==> src/rtl/hsaf_pkg.sv <==
// Shared constants for the hsaflms datapath and its adaptation controller.
// The controller's default latency is derived here so both sides stay consistent.
package hsaf_pkg;

    localparam int unsigned DP_IN_STAGES  = 1;
    localparam int unsigned DP_FIR_STAGES = 5;
    localparam int unsigned DP_NL_STAGES  = 3;
    localparam int unsigned DP_ERR_STAGES = 2;

    // Cycles from a sample on signal_in to its error on error_d.
    localparam int unsigned DP_LAT = DP_IN_STAGES + DP_FIR_STAGES + DP_NL_STAGES + DP_ERR_STAGES;

    typedef enum logic [1:0] {
        StIdle   = 2'd0,
        StFlush  = 2'd1,
        StRun    = 2'd2,
        StFrozen = 2'd3
    } state_e;

endpackage

==> src/rtl/err_conv_monitor.sv <==
// Windowed |error| accumulator: after every 2^WIN_LOG valid errors the window sum is
// compared against the threshold and the converged flag is updated.
module err_conv_monitor #(
    parameter int unsigned WIDTH   = 16,
    parameter int unsigned WIN_LOG = 6,
    parameter int unsigned ACC_W   = WIDTH + WIN_LOG
) (
    input  logic             clk,
    input  logic             reset,
    input  logic             clear,
    input  logic             err_valid,
    input  logic [WIDTH-1:0] dp_error,
    input  logic [ACC_W-1:0] conv_thresh,
    output logic             converged
);

    localparam logic [WIDTH-1:0] MAX_POS = {1'b0, {(WIDTH-1){1'b1}}};
    localparam logic [WIDTH-1:0] MIN_NEG = {1'b1, {(WIDTH-1){1'b0}}};

    logic [WIDTH-1:0]   err_abs;
    logic [ACC_W-1:0]   acc_q, acc_next;
    logic [WIN_LOG-1:0] cnt_q;
    logic               conv_q;

    // The most negative code has no positive twin; clamp it.
    always_comb begin
        err_abs = dp_error;
        if (dp_error == MIN_NEG) begin
            err_abs = MAX_POS;
        end else if (dp_error[WIDTH-1]) begin
            err_abs = ~dp_error + 1'b1;
        end
    end

    assign acc_next  = acc_q + ACC_W'(err_abs);
    assign converged = conv_q;

    always_ff @(posedge clk) begin
        if (!reset || clear) begin
            acc_q  <= '0;
            cnt_q  <= '0;
            conv_q <= 1'b0;
        end else if (err_valid) begin
            cnt_q <= cnt_q + 1'b1;
            if (cnt_q == '1) begin
                conv_q <= (acc_next < conv_thresh);
                acc_q  <= '0;
            end else begin
                acc_q <= acc_next;
            end
        end
    end

endmodule

==> src/rtl/hsaf_adapt_ctrl.sv <==
// Sequencer for the free-running hsaflms datapath: flush after start, feed one sample
// pair per clock, gate adaptation, tag error outputs and monitor convergence.
module hsaf_adapt_ctrl
    import hsaf_pkg::*;
#(
    parameter int unsigned WIDTH   = 16,
    parameter int unsigned L_ORD   = 32,
    parameter int unsigned LAT     = DP_LAT,
    parameter int unsigned WIN_LOG = 6,
    parameter int unsigned ACC_W   = WIDTH + WIN_LOG
) (
    input  logic             clk,
    input  logic             reset,
    input  logic             start,
    input  logic             stop,
    input  logic             freeze,
    input  logic             auto_freeze,
    input  logic [ACC_W-1:0] conv_thresh,
    input  logic             in_valid,
    output logic             in_ready,
    input  logic [WIDTH-1:0] in_signal,
    input  logic [WIDTH-1:0] in_desired,
    output logic [WIDTH-1:0] dp_signal,
    output logic [WIDTH-1:0] dp_desired,
    output logic             adapt_en,
    input  logic [WIDTH-1:0] dp_error,
    output logic             err_valid,
    output logic             underrun,
    output logic             converged,
    output logic [1:0]       state_o
);

    localparam int unsigned     FLUSH_LEN  = L_ORD + LAT;
    localparam int unsigned     CNT_W      = $clog2(FLUSH_LEN + 1);
    localparam logic [CNT_W-1:0] FLUSH_LOAD = CNT_W'(FLUSH_LEN - 1);

    state_e           state_q, state_d;
    logic [CNT_W-1:0] flush_cnt_q, flush_cnt_d;
    logic [WIDTH-1:0] dp_signal_q, dp_desired_q;
    logic             adapt_en_q, tag_q, underrun_q;
    logic [LAT-1:0]   tag_sr_q;
    logic             active, accept, freeze_cond, flush_entry;

    assign active      = (state_q == StRun) || (state_q == StFrozen);
    assign accept      = active && in_valid;
    assign freeze_cond = freeze || (auto_freeze && converged);
    assign flush_entry = (state_q == StIdle) && start && !stop;

    always_comb begin
        state_d     = state_q;
        flush_cnt_d = flush_cnt_q;
        unique case (state_q)
            StIdle: begin
                if (flush_entry) begin
                    state_d     = StFlush;
                    flush_cnt_d = FLUSH_LOAD;
                end
            end
            StFlush: begin
                if (stop) begin
                    state_d = StIdle;
                end else if (flush_cnt_q == '0) begin
                    state_d = StRun;
                end else begin
                    flush_cnt_d = flush_cnt_q - 1'b1;
                end
            end
            StRun: begin
                if (stop) begin
                    state_d = StIdle;
                end else if (freeze_cond) begin
                    state_d = StFrozen;
                end
            end
            StFrozen: begin
                if (stop) begin
                    state_d = StIdle;
                end else if (!freeze_cond) begin
                    state_d = StRun;
                end
            end
            default: state_d = StIdle;
        endcase
    end

    always_ff @(posedge clk) begin
        if (!reset) begin
            state_q      <= StIdle;
            flush_cnt_q  <= '0;
            dp_signal_q  <= '0;
            dp_desired_q <= '0;
            adapt_en_q   <= 1'b0;
            tag_q        <= 1'b0;
            tag_sr_q     <= '0;
            underrun_q   <= 1'b0;
        end else begin
            state_q      <= state_d;
            flush_cnt_q  <= flush_cnt_d;
            dp_signal_q  <= accept ? in_signal : '0;
            dp_desired_q <= accept ? in_desired : '0;
            adapt_en_q   <= accept && (state_q == StRun);
            tag_q        <= accept;
            // Tag rides alongside its sample through the datapath latency.
            tag_sr_q     <= (tag_sr_q << 1) | LAT'(tag_q);
            if (flush_entry) begin
                underrun_q <= 1'b0;
            end else if (active && !in_valid) begin
                underrun_q <= 1'b1;
            end
        end
    end

    assign in_ready   = active;
    assign dp_signal  = dp_signal_q;
    assign dp_desired = dp_desired_q;
    assign adapt_en   = adapt_en_q;
    assign err_valid  = tag_sr_q[LAT-1];
    assign underrun   = underrun_q;
    assign state_o    = state_q;

    err_conv_monitor #(
        .WIDTH   (WIDTH),
        .WIN_LOG (WIN_LOG),
        .ACC_W   (ACC_W)
    ) u_conv_mon (
        .clk         (clk),
        .reset       (reset),
        .clear       (flush_entry),
        .err_valid   (err_valid),
        .dp_error    (dp_error),
        .conv_thresh (conv_thresh),
        .converged   (converged)
    );

endmodule

==> config.mk <==
export PLATFORM = sky130hd
export DESIGN_NAME = hsaf_adapt_ctrl
export DESIGN_NICKNAME = d
export VERILOG_FILES = /design/src/rtl/hsaf_pkg.sv /design/src/rtl/err_conv_monitor.sv /design/src/rtl/hsaf_adapt_ctrl.sv
export SDC_FILE = /design/constraint.sdc
export NUM_CORES = 1
export LEC_CHECK = 0
export CORE_MARGIN = 4
export CORE_UTILIZATION = 45
export DETAILED_ROUTE_END_ITERATION = 12
export PLACE_DENSITY = 0.8
export SETUP_SLACK_MARGIN = 0.4
export SYNTH_ARGS = -nofsm -noshare
export SYNTH_HDL_FRONTEND = slang
export SYNTH_SLANG_ARGS = --single-unit
==> constraint.sdc <==
create_clock -name clk -period 5.1 [get_ports clk]
set_clock_uncertainty 0.15 [all_clocks]
set_input_delay 1.02 -clock clk [delete_from_list [all_inputs] [get_ports clk]]
set_output_delay 1.02 -clock clk [all_outputs]
set_load 0.01 [all_outputs]
==> results of run 1 <==
## logic make-up after synthesis
group,share of synthesized area [%]
xor gates and xnor gates,7.323
DFF,35.62
muxes,0.4292
adders and majority gates,12.23
and+or+nand+nor,21.35
buffers and inverters,3.943
AOI/OAI and AO/OA,19.10
## path summary, 6_finish.rpt
check | from | to | slack [ns] | depth (start not counted)
worst max-delay path | dp_error[1] | u_conv_mon.converged$_SDFFE_PP0P_ | 0.04 | 23
worst min-delay path | tag_sr_q[2]$_SDFF_PN0_ | tag_sr_q[3]$_SDFF_PN0_ | 0.29 | 1
worst max register to register | u_conv_mon.acc_q[0]$_SDFFE_PP0P_ | u_conv_mon.converged$_SDFFE_PP0P_ | 1.33 | 15
worst min register to register | tag_sr_q[2]$_SDFF_PN0_ | tag_sr_q[3]$_SDFF_PN0_ | 0.29 | 1
## per-layer routing
layer  track usage, %  up-vias
li1                 -     2276
met1            25.93     2171
met4            10.15        0
met3            9.571       40
met5                0        -
met2            40.86      207
## cell type report
cell class / count / area [um2]
fillers: 723 / 2925
flip-flops and latches: 83 / 1662
repair buffers: 212 / 1867
inverters: 31 / 121.4
multi-input cells: 401 / 3029
clock buffers: 9 / 123.9
well taps: 133 / 166.4
clock inverters: 7 / 60.06
## stage by stage
| step | setup slack, ns | hold WS [ns] | TNS, ns |
|---|---|---|---|
| global placement | -0.7239 | 0.2665 | -0.8412 |
| CTS | 0.1825 | 0.2932 | 0 |
| global route | -0.1747 | 0.3084 | -0.1747 |
| floorplan | -0.06800 | 0.2619 | -0.06800 |
| finish | 0.03898 | 0.2883 | 0 |
| detailed placement | -0.8717 | 0.2723 | -1.214 |
## power groups by stage
stage               Sequential (mW)  Combinational [mW]  Clock (mW)
finish                        0.660               0.288       0.450
global route                  0.661               0.317       0.495
CTS                           0.660               0.285       0.460
detailed placement            0.675               0.274           0
global placement              0.674               0.263           0
floorplan                     0.674               0.124           0
## what timing repair did
item / CTS / global route
resized for setup: 56 / 5
gates cloned: 0 / 0
setup buffers: 13 / 0
setup endpoints to repair: 4 / 2
pin swaps: 33 / 2
## state kept, by name (all words and copies together), names as in the netlist
name,cells
state_o,2
u_conv_mon.cnt_q,6
adapt_en,1
tag_sr_q,11
u_conv_mon.acc_q,22
dp_signal,16
underrun,1
flush_cnt_q,6
u_conv_mon.converged,1
dp_desired,16
tag_q,1
## Yosys cell counts (all sizes together) (2+ instances only)
library cell,count,area (um2)
a21boi,4,30.03
o21a,3,22.52
o31ai,8,73.82
nand2b,4,25.02
or4,2,15.01
and4,2,17.52
nand4,9,56.30
nand2,46,172.7
a22oi,7,52.55
ha,44,550.5
o21ba,2,20.02
a211o,2,17.52
a41o,2,31.28
a21o,9,67.56
o211a,3,30.03
a41oi,2,36.29
and3,6,37.54
a31oi,5,31.28
clkbuf,18,67.56
o211ai,5,37.54
xor2,24,210.2
o21ai,17,85.08
xnor2,15,131.4
inv,31,116.4
a2111oi,2,36.29
a22o,7,61.31
mux2i,2,20.02
o22ai,2,12.51
dfxtp,83,1662
nand3,12,60.06
a211oi,3,22.52
nor4,3,18.77
nor2,38,142.6
and2,47,294.0
nor3,10,50.05
o2bb2ai,2,17.52
a21oi,32,160.2
or3,4,25.02
nor2b,4,25.02
==> summary.md, run 1 <==
| Metric | Value |
|---|---|
| Status | finished clean |
| Commonest non-fill, non-tap cell in the layout | clkdlybuf4s50_1 |
| Buf/Inv on CP | 3 |
| Antenna-violating nets left | 0 |
| Critical path arrival | between 5 and 6 ns |
| Gr usage total | between 20% and 30% |
| Synth warn | 0 |
| Sequential Power Share | around 47% |
| Least-Margin Pin Slew | 0.9177 ns |
| Power, Total | approximately 1.4 mW |
| Final Max Tran Viols | 0 |
| CTS tree | done |
| Synth-to-layout area growth | 50.70% |
| P per Cell Area | approximately 200 nW/um2 |
| Netlist cell types | 56 |
| CTS clk-pin slew, worst paths | about 0.090 ns |
| Post-synth top flop | dfxtp_1 |
| Core ar. | about 10000 um2 |
| Sequential fraction of the synthesis area | a little over a third |
| Slew margin rel. | 38.60% |
| I/O pin count | approximately 120 |
| Cell Chain, Critical Path | buf_6, inv_4, ha_4, or3b_4, nor4_4, inv_1, o21ai_2, xor2_1, nand2_1, ha_4, and3_4, nand2_1, or4_4, a211oi_4, o21ai_2, xnor2_1, ha_1, a21o_1, a21oi_2, nor2b_1, nor3_2, a22oi_1, o22ai_1 |
| Ys async rst share | 0% |
| Synthesized area | roughly 4700 um2 |
| DRC errors left | 0 |
| Net Sw Frac | roughly 29% |
| Ant diodes | 0 |
| Max_cap viols | 0 |
| Vias in the first global route | 4950 |
| Worst EP required | between 5 and 6 ns |
| VDD IR max | about 0.24 mV |
| Worst stage delay on the critical path | ~0.55 ns |
| Final WL | roughly 14000 um |
| Placed cell area | 6599 um2 |
| Syn nets | ~660 |
| Final hold violations | 0 |
| H-tree depth | 3 |
| Syn_area_per_cell | about 8.8 um2 |
| CP max stage cell | or4_4 |
| Total die area | 12060 um2 |
| Final Instance Area | 7029 um2 |
| Post-route minimum period | 5.061 ns |
| Peak Freq | 197.6 MHz |
| CTS Hold Buffers Added | 0 |
| Post-route clock period utilization | approximately 99% |
| Die Ht | about 110 um |
| Worst min path class | reg2reg |
| HPWL after DPL | 10620 um |
| First-pass GRT wire length | between 20000 and 25000 um |
| Via density | about 5.4 |
| Finished Core Util | 70.61% |
| Initial drt markers | between 200 and 300 |
| Initial antenna violation count | 0 |
| Largest net degree at the start of global routing | 35 |
| Wire length on met2 | around 6400 um |
| Setup CP Type | in2reg |
| Logic pwr share | between 20% and 30% |
| Internal cell power | 0.9962 mW |
| DR pass1 iterations | 5 |
| Fin cells | between 800 and 900 |
| Syn Inst Count | between 500 and 600 |
| Share of cells above drive strength 1 | between 20% and 30% |
| Clock power share | 32.2% |
| Die Wd | about 110 um |
| Crit-path max FO | 4 |
| Critical path endpoint category | flop |
| Critical path's top delay family | simple AND/OR/NAND/NOR gates |
| Nets@finish | 860 |
| RSZ-0062 raised after global routing | yes |
| Grt total ovfl | 0 |
| Wl on met1 | 5389 um |
| TritonCTS Buffers | 9 |
| Row count | 36 |
| Sink Count | 83 |
| Commonest cells after routing, fill and taps aside | clkdlybuf4s50_1, buf_4, dfxtp_1 |
| CTS root buffer | clkbuf_8 |
| Initial Util | between 40% and 50% |
| Worst setup SP type | input port |
| Post-synth EDFFs | 0 |
| Met3 WL | ~1500 um |
| Avg WL per Cell | about 16 um |
| Max Root-Sink Buffers | 2 |
| RD Place Congestion | about 0.90 |
| Top Metal Used | met4 |
| Clock latency on the worst-skew pair | about 0.37 ns |
| Placed Cells | about 850 |
| Setup violations, final | 0 |
| Flip-flop and latch count after synthesis | slightly above 80 |
| Pleak | approximately 3.2 nW |
| IO Port Bufs | roughly 120 |
| Vias | between 4000 and 5000 |
| P_sw | around 0.40 mW |
Note: power is estimated with default switching activity, not from simulation.
==> inputs of run 2 (changes only) <==
CORE_MARGIN = 2   (was 4)
SLEW_MARGIN = 10   (was unset)
==> run 2 against run 1 <==
- global-route usage rose by 0.051 points
- combinational power increased by 2%
- die area decreased by 7.2%
- first-iteration DRC count decreased by 22%
- final area is essentially flat
- sequential power about the same
- clock power shrank 4%
- highest routed layer unchanged
- register-to-register slack gained 0.03 ns
==> summary.md, run 2 (synthesized netlist as in run 1, its figures left out) <==
| Metric | Value |
|---|---|
| Antenna-violating nets left | 0 (unchanged) |
| Hold Slack | 0.2934 ns (was 0.2883 ns) |
| Worst min path class | reg2reg (unchanged) |
| TritonCTS Buffers | 9 (unchanged) |
| Critical path endpoint category | flop (unchanged) |
| Worst setup SP type | input port (unchanged) |
| Max_cap viols | 0 (unchanged) |
| Die Wd | 105.8 um (was 109.8 um) |
| I/O pin count | 116 (unchanged) |
| Nets@finish | 861 (was 860) |
| Final Max Tran Viols | 0 (unchanged) |
| CTS tree | done (unchanged) |
| Final hold violations | 0 (unchanged) |
| Pleak | 3.157 nW (was 3.170 nW) |
| Placed Cells | 852 (was 847) |
| Core ar. | 10180 um2 (was 9955 um2) |
| H-tree depth | 3 (unchanged) |
| Finished Core Util | 68.96% (was 70.61%) |
| Peak Freq | 198.1 MHz (was 197.6 MHz) |
| Setup violations, final | 0 (unchanged) |
| IO Port Bufs | 115 (unchanged) |
| Clock latency on the worst-skew pair | 0.37 ns (about the same) |
| Largest net degree at the start of global routing | 35 (unchanged) |
| Initial Util | 45.80% (was 46.86%) |
| P per Cell Area | 197.2 nW/um2 (was 198.9 nW/um2) |
| Gr usage total | 23.90% (was 23.85%) |
| Sink Count | 83 (unchanged) |
| Total die area | 11200 um2 (was 12060 um2) |
| DR pass1 iterations | 5 (unchanged) |
| HPWL after DPL | 10400 um (was 10620 um) |
| Commonest cells after routing, fill and taps aside | clkdlybuf4s50_1, buf_4, dfxtp_1 (unchanged) |
| Setup CP Type | in2reg (unchanged) |
| Grt total ovfl | 0 (unchanged) |
| Least-Margin Pin Slew | 0.8249 ns (was 0.9177 ns) |
| VDD IR max | 0.2026 mV (was 0.2392 mV) |
| Placed cell area | 6618 um2 (was 6599 um2) |
| Avg WL per Cell | 15.01 um (was 15.62 um) |
| Worst Hold Depth | 1 (unchanged) |
| Post-route clock period utilization | 98.98% (was 99.24%) |
| Share of cells above drive strength 1 | 20.86% (was 21.27%) |
| Vias | 4605 (was 4694) |
| Register-to-Register Path Depth | 12 (was 15) |
| Slew margin rel. | 44.80% (was 38.60%) |
| Status | finished clean (unchanged) |
| RD Place Congestion | 0.9346 (was 0.8995) |
| Post-route minimum period | 5.048 ns (was 5.061 ns) |
| Largest Register | u_conv_mon.acc_q (unchanged) |
| Commonest non-fill, non-tap cell in the layout | clkdlybuf4s50_1 (unchanged) |
| CTS root buffer | clkbuf_8 (unchanged) |
| Max Root-Sink Buffers | 2 (unchanged) |
| First-pass GRT wire length | 21580 um (was 22720 um) |
| Ant diodes | 0 (unchanged) |
| CTS clk-pin slew, worst paths | 0.09 ns (about the same) |
| Fin cells | 879 (was 876) |
| Crit-path max FO | 5 (was 4) |
| Row count | 37 (was 36) |
| Worst EP required | 5.19 ns (was 5.25 ns) |
| DRC errors left | 0 (unchanged) |
| Die Ht | 105.8 um (was 109.8 um) |
| Synth-to-layout area growth | 50.56% (was 50.70%) |
| CTS Hold Buffers Added | 0 (unchanged) |
| Via density | 5.239 (was 5.358) |
| Final WL | 13190 um (was 13680 um) |
| Initial antenna violation count | 0 (unchanged) |
| RSZ-0062 raised after global routing | yes (unchanged) |
| Max FFs per register | 22 (unchanged) |
| Initial drt markers | 226 (was 288) |
| Power, Total | 1.385 mW (was 1.398 mW) |
| Fillers | 782 (was 723) |
| Critical path arrival | 5.14 ns (was 5.21 ns) |
| Vias in the first global route | 4756 (was 4950) |
| Final Instance Area | 7023 um2 (was 7029 um2) |
## run 2: area by class of cell
cell class | instances | area (um2) | area share [%]
flip-flops and latches | 83 | 1662 | 23.66
clock inverters | 6 | 50.05 | 0.7126
clock buffers | 9 | 123.9 | 1.764
well taps | 136 | 170.2 | 2.423
repair buffers | 213 | 1888 | 26.88
multi-input cells | 401 | 3008 | 42.83
inverters | 31 | 121.4 | 1.728
## run 2: worst paths after layout
check	from	to	slack, ns
worst max register to register	u_conv_mon.acc_q[0]$_SDFFE_PP0P_	u_conv_mon.converged$_SDFFE_PP0P_	1.36
worst min register to register	tag_sr_q[4]$_SDFF_PN0_	tag_sr_q[5]$_SDFF_PN0_	0.29
worst min-delay path	tag_sr_q[4]$_SDFF_PN0_	tag_sr_q[5]$_SDFF_PN0_	0.29
worst max-delay path	dp_error[1]	u_conv_mon.converged$_SDFFE_PP0P_	0.05
## run 2: per-layer routing
layer | track usage (%) | share of wire, % | vias up
li1 | - | - | 2288
met4 | 11.09 | 2.1 | 0
met1 | 26.32 | 41 | 2139
met5 | 0 | 0 | -
met2 | 42.07 | 49 | 155
met3 | 7.112 | 8.2 | 23
## run 2: where the power goes
part / switching, mW / internal [mW]
Clock: 0.253 / 0.179
Sequential: 0.00571 / 0.654
Combinational: 0.129 / 0.165
## run 2: stage by stage
| step | setup TNS, ns | setup WS (ns) |
|---|---|---|
| 2_1_floorplan | -0.06800 | -0.06800 |
| 3_3_place_gp | -0.7937 | -0.7937 |
| 3_5_place_dp | -1.294 | -1.008 |
| 4_1_cts | 0 | 0.1069 |
| 5_1_grt | -0.09396 | -0.09396 |
| 6_report | 0 | 0.05226 |
## run 2: critical path, cell delays in order
cell,delay [ns]
buf_6,0.10
inv_4,0.05
ha_4,0.13
or3b_4,0.39
buf_4,0.15
buf_4,0.13
o31ai_2,0.20
xor2_1,0.19
nand2_1,0.09
ha_1,0.30
buf_4,0.16
o21ai_0,0.19
nand2b_1,0.15
a41o_4,0.35
o31ai_4,0.27
xnor2_2,0.13
ha_1,0.31
nand4_1,0.17
or3_4,0.42
a21oi_2,0.16
o22ai_1,0.09
## run 2: timing repair
| item | CTS | global route |
|---|---|---|
| gates resized for setup | 39 | 11 |
| pin swaps | 33 | 5 |
| buffers inserted | 10 | 2 |
| endpoints found under the setup margin | 5 | 2 |
